[config.mk]
export PLATFORM = sky130hd
export DESIGN_NAME = onehot_scan_decoder
export DESIGN_NICKNAME = d
export VERILOG_FILES = /design/src/rtl/onehot_dec_pkg.sv /design/src/rtl/dwell_timer.sv /design/src/rtl/onehot_scan_decoder.sv
export SDC_FILE = /design/constraint.sdc
export NUM_CORES = 1
export LEC_CHECK = 0
export BUFFER_PORTS_ARGS = -buffer_cell sky130_fd_sc_hd__clkbuf_2
export CAP_MARGIN = 5
export CORE_MARGIN = 1
export CORE_UTILIZATION = 51
export CTS_CLUSTER_DIAMETER = 120
export DETAILED_ROUTE_END_ITERATION = 8
export PLACE_DENSITY_LB_ADDON = 0.05
export SYNTH_ARGS = -nofsm -noshare
export SYNTH_HDL_FRONTEND = slang
export SYNTH_SLANG_ARGS = --single-unit
[constraint.sdc]
create_clock -name clk -period 2.6 [get_ports clk]
set_input_delay 0.39 -clock clk [delete_from_list [all_inputs] [get_ports clk]]
set_output_delay 0.39 -clock clk [all_outputs]
set_load 0.005 [all_outputs]
[src/rtl/onehot_dec_pkg.sv]
// Shared types and constants for the one-hot scan decoder.
package onehot_dec_pkg;

  typedef enum logic [1:0] {
    StIdle   = 2'd0,
    StDirect = 2'd1,
    StScan   = 2'd2
  } state_e;

  localparam logic MODE_DIRECT = 1'b0;
  localparam logic MODE_SCAN   = 1'b1;

endpackage

[src/rtl/dwell_timer.sv]
// Dwell counter: tick_o compares the live count against the live dwell value,
// so a dwell change takes effect on the very next edge.
module dwell_timer #(
  parameter int unsigned DWELL_W = 8
) (
  input  logic               clk,
  input  logic               rst,
  input  logic               clr_i,
  input  logic               en_i,
  input  logic [DWELL_W-1:0] dwell_i,
  output logic               tick_o
);

  logic [DWELL_W-1:0] cnt_q, cnt_d;

  assign tick_o = (cnt_q >= dwell_i);

  always_comb begin
    cnt_d = cnt_q;
    if (clr_i) begin
      cnt_d = '0;
    end else if (en_i) begin
      cnt_d = tick_o ? '0 : cnt_q + DWELL_W'(1);
    end
  end

  always_ff @(posedge clk) begin
    if (rst) begin
      cnt_q <= '0;
    end else begin
      cnt_q <= cnt_d;
    end
  end

endmodule

[src/rtl/onehot_scan_decoder.sv]
// Registered one-hot decoder with a direct-select mode and a dwell-timed
// scanning mode that walks through all outputs and flags each wrap.
module onehot_scan_decoder
  import onehot_dec_pkg::*;
#(
  parameter int unsigned SEL_W   = 2,
  parameter int unsigned DWELL_W = 8
) (
  input  logic                  clk,
  input  logic                  rst,
  input  logic                  en,
  input  logic                  mode,
  input  logic                  load,
  input  logic [SEL_W-1:0]      sel_in,
  input  logic [DWELL_W-1:0]    dwell,
  output logic [(2**SEL_W)-1:0] out_bits,
  output logic [SEL_W-1:0]      cur_sel,
  output logic                  wrap,
  output logic                  active
);

  localparam int unsigned OUT_W = 2 ** SEL_W;
  localparam logic [SEL_W-1:0] SelMax = SEL_W'(OUT_W - 1);

  state_e           state_q, state_d;
  logic [SEL_W-1:0] cur_sel_q, cur_sel_d;
  logic [OUT_W-1:0] out_bits_q, out_bits_d;
  logic             wrap_q, wrap_d;
  logic             tick;
  logic             scan_run;
  logic             timer_clr;

  always_comb begin
    state_d = StIdle;
    if (en) begin
      state_d = (mode == MODE_SCAN) ? StScan : StDirect;
    end

    // Advancing only happens when already scanning; entry restarts the dwell.
    scan_run  = (state_d == StScan) && (state_q == StScan) && !load;
    timer_clr = (state_d == StScan) && (load || (state_q != StScan));

    cur_sel_d = cur_sel_q;
    wrap_d    = 1'b0;
    if ((state_d != StIdle) && load) begin
      cur_sel_d = sel_in;
    end else if (scan_run && tick) begin
      cur_sel_d = cur_sel_q + SEL_W'(1);
      wrap_d    = (cur_sel_q == SelMax);
    end

    out_bits_d = (state_d == StIdle) ? '0 : (OUT_W'(1) << cur_sel_d);
  end

  dwell_timer #(
    .DWELL_W(DWELL_W)
  ) u_dwell_timer (
    .clk    (clk),
    .rst    (rst),
    .clr_i  (timer_clr),
    .en_i   (scan_run),
    .dwell_i(dwell),
    .tick_o (tick)
  );

  always_ff @(posedge clk) begin
    if (rst) begin
      state_q    <= StIdle;
      cur_sel_q  <= '0;
      out_bits_q <= '0;
      wrap_q     <= 1'b0;
    end else begin
      state_q    <= state_d;
      cur_sel_q  <= cur_sel_d;
      out_bits_q <= out_bits_d;
      wrap_q     <= wrap_d;
    end
  end

  assign out_bits = out_bits_q;
  assign cur_sel  = cur_sel_q;
  assign wrap     = wrap_q;
  assign active   = (state_q != StIdle);

endmodule

==> impl_metrics.toml <==
[status]
status = "finished clean"

[global_routing]
overflow = 0
antenna_found_initial = 0
grtUsageTotal_pct = 20.74
grt_pass1_vias = 738
grt_pass1_wl_mm = 2.994
grt_max_degree = 11

[route]
avgViaCountPerCell = 5.260
routed_wl_mm = 1.840
wl_per_cell_um = 11.95
postRouteAntennaNets = 0
num_vias = 810
drt_iter0_drc = 8
drtPass1Iterations = 4
remaining_drc_errors = 0

[sta]
finClkSkew_ns = 0.004255
relSlewSlack_pct = 78.89
hold_viol_final = 0
layout_min_cycle_time_ns = 2.255
tns_ns = 0
rsz0062_at_grt = "no"
worst_slew_pin_slew_ns = 0.3126
fmax_ghz = 0.4434
slew_viol_final = 0
whs_ns = 0.3115
final-setup-viol-count = 0
layout_setup_ws_ns = 0.3449
min_period_over_period_pct = 86.74

[floorplan]
core-area_mm2 = 0.001745
num_rows = 15
start_util_pct = 55.27
die_h_um = 45.49
dieArea_mm2 = 0.002069
pin_count = 23
fp.dieW_um = 45.49

[clock_tree]
hold_buffers = 0
ctsResizeCount = 0
numCtsBuffers = 3
clkTransAtPathRegs_ns = 0.10
ctsRootBufferMaster = "clkbuf_4"
clk_latency_ns = 0.29
cts_sinks = 17
cts_buffer_depth = 2
cts_tree = "built"
post-cts-setup-buffers = 0
h-tree-depth = 1

[power]
power_uw = 478.6
p_leak_uw = 0.0005479
ir_drop_mv = 0.2667
power_per_cell_area_mw_per_mm2 = 422.2

[run]
max-cap-violations = 0

[layout]
layout-drive-gt1-share_pct = 24.03
layout_common_cells = "22 x clkbuf_2, 17 x dfxtp_1, 13 x nor2_1"
nets = 155
nFillCells = 158
diodes = 0
final_common_cell = "clkbuf_2"
syn_to_final_growth_pct = 17.51

[logic_synthesis]
synth.cell_area_um2 = 964.7
syn-num-nets = 128
ys_warn_count = 0
yosysSeqAreaShare_pct = 35.28
synth_cells = 103
ys_ff_latch = 17
synthDistinctLibCells = 31
synth_area_per_cell_um2 = 9.366

[placement]
port_buffers = 22
place.gp.congestion = 0.7936
hpwlAfterDp_mm = 1.468
dpl_worst_slack_ns = 0.1976

[setup_path]
cpMaxStageDelayCell = "a311o_1"
startpoint = "u_dwell_timer.cnt_q[5]"
r2r-start = "u_dwell_timer.cnt_q[5]"
cp_cell_sequence = "ha_1, and3_1, a221oi_1, nand2b_1, nand2_1, a311o_1, nor3_1"
crit_path_end = "u_dwell_timer.cnt_q[1]"
cp-start-kind = "flip-flop"
r2r_slack_ns = 0.34
reg2reg_depth = 7
cp-end-kind = "flip-flop"
required_ns = 2.83
worstPathArrival_ns = 2.48
crit_fanout = 8
cp_top_family = "simple AND/OR/NAND/NOR gates"
cp_num_cells = 7
crit_type = "reg -> reg"
rr_endpoint = "u_dwell_timer.cnt_q[1]"
crit_buf_inv = 0
cpPeakStageDelay_ns = 0.46

[worst_hold_path]
worstHoldPathType = "in -> reg"
==> worst min path at each step <==
stage / from / end / slack [ns] / cells past startpoint
finish: mode / state_q[0] / 0.31 / 2
global route: mode / state_q[0] / 0.31 / 2
CTS: mode / state_q[0] / 0.30 / 2
detailed placement: u_dwell_timer.cnt_q[7] / u_dwell_timer.cnt_q[7] / 0.54 / 2
global placement: u_dwell_timer.cnt_q[7] / u_dwell_timer.cnt_q[7] / 0.55 / 2
floorplan: rst / cur_sel[1] / 0.46 / 1
==> where the power goes <==
group          leakage (µW)  switching, µW  internal (µW)
clock network     0.0000177           87.0           57.3
logic              0.000392           32.3           29.9
registers          0.000138           5.28            267
total              0.000548            125            354
==> registers in the layout, indices dropped and copies added, names as in the netlist <==
name / cells
wrap: 1
cur_sel: 2
u_dwell_timer.cnt_q: 8
state_q: 2
out_bits: 4
==> cells by family after synthesis <==
logic type | synth area share, %
flip-flops | 35.28
XOR/XNOR | 8.171
AND/OR/NAND/NOR | 25.03
adder cells (fa/ha/maj) | 12.97
buffers and inverters | 3.502
AO/OA/AOI/OAI | 15.05
==> metrics by stage <==
stage          instance area, µm²  utilization [%]  instances
2_1_floorplan               964.7                -        103
3_3_place_gp                 1106            63.37        150
3_5_place_dp                 1106            63.37        150
4_1_cts                      1134            64.95        154
5_1_grt                      1134            64.95        154
6_report                     1134            64.95        154
==> per-layer routing <==
metal / track usage [%] / wire length, µm / vias to the layer above
met3: 3.571 / 58 / 4
met1: 27.45 / 875 / 369
li1: - / - / 416
met4: 10.91 / 31 / 0
met2: 32.00 / 874 / 21
met5: 0 / 0 / -
==> Yosys cell counts, drive strengths merged <==
cell type,n,share of area [%]
dfxtp,17,35
nor2,14,7.1
ha,10,13
inv,9,3.5
nand2,8,3.1
xnor2,5,4.5
a21oi,4,2.1
xor2,4,3.6
nand2b,3,1.9
nand4,3,1.9
nor2b,3,1.9
nor3,3,1.6
a211oi,2,1.6
a31oi,2,2.9
and4b,2,2.1
a21bo,1,1.0
a21o,1,0.78
a221oi,1,0.91
a311o,1,1.0
a41oi,1,0.91
and2,1,0.65
and3,1,0.65
and4,1,0.91
nand3,1,0.52
o2111a,1,1.2
o2111ai,1,2.7
or2,1,0.65
or2b,1,0.78
or3b,1,1.2
==> area by class of cell <==
class | count | area, µm² | share of cell area [%]
sequential | 17 | 340.3 | 30.02
tap | 25 | 31.28 | 2.759
clock inverter | 1 | 5.005 | 0.4415
clock buffer | 3 | 22.52 | 1.987
timing repair buffer | 22 | 110.1 | 9.713
multi-input combinational | 77 | 590.6 | 52.10
inverter | 9 | 33.78 | 2.980
No activity file was read; power rests on OpenSTA's default activity.
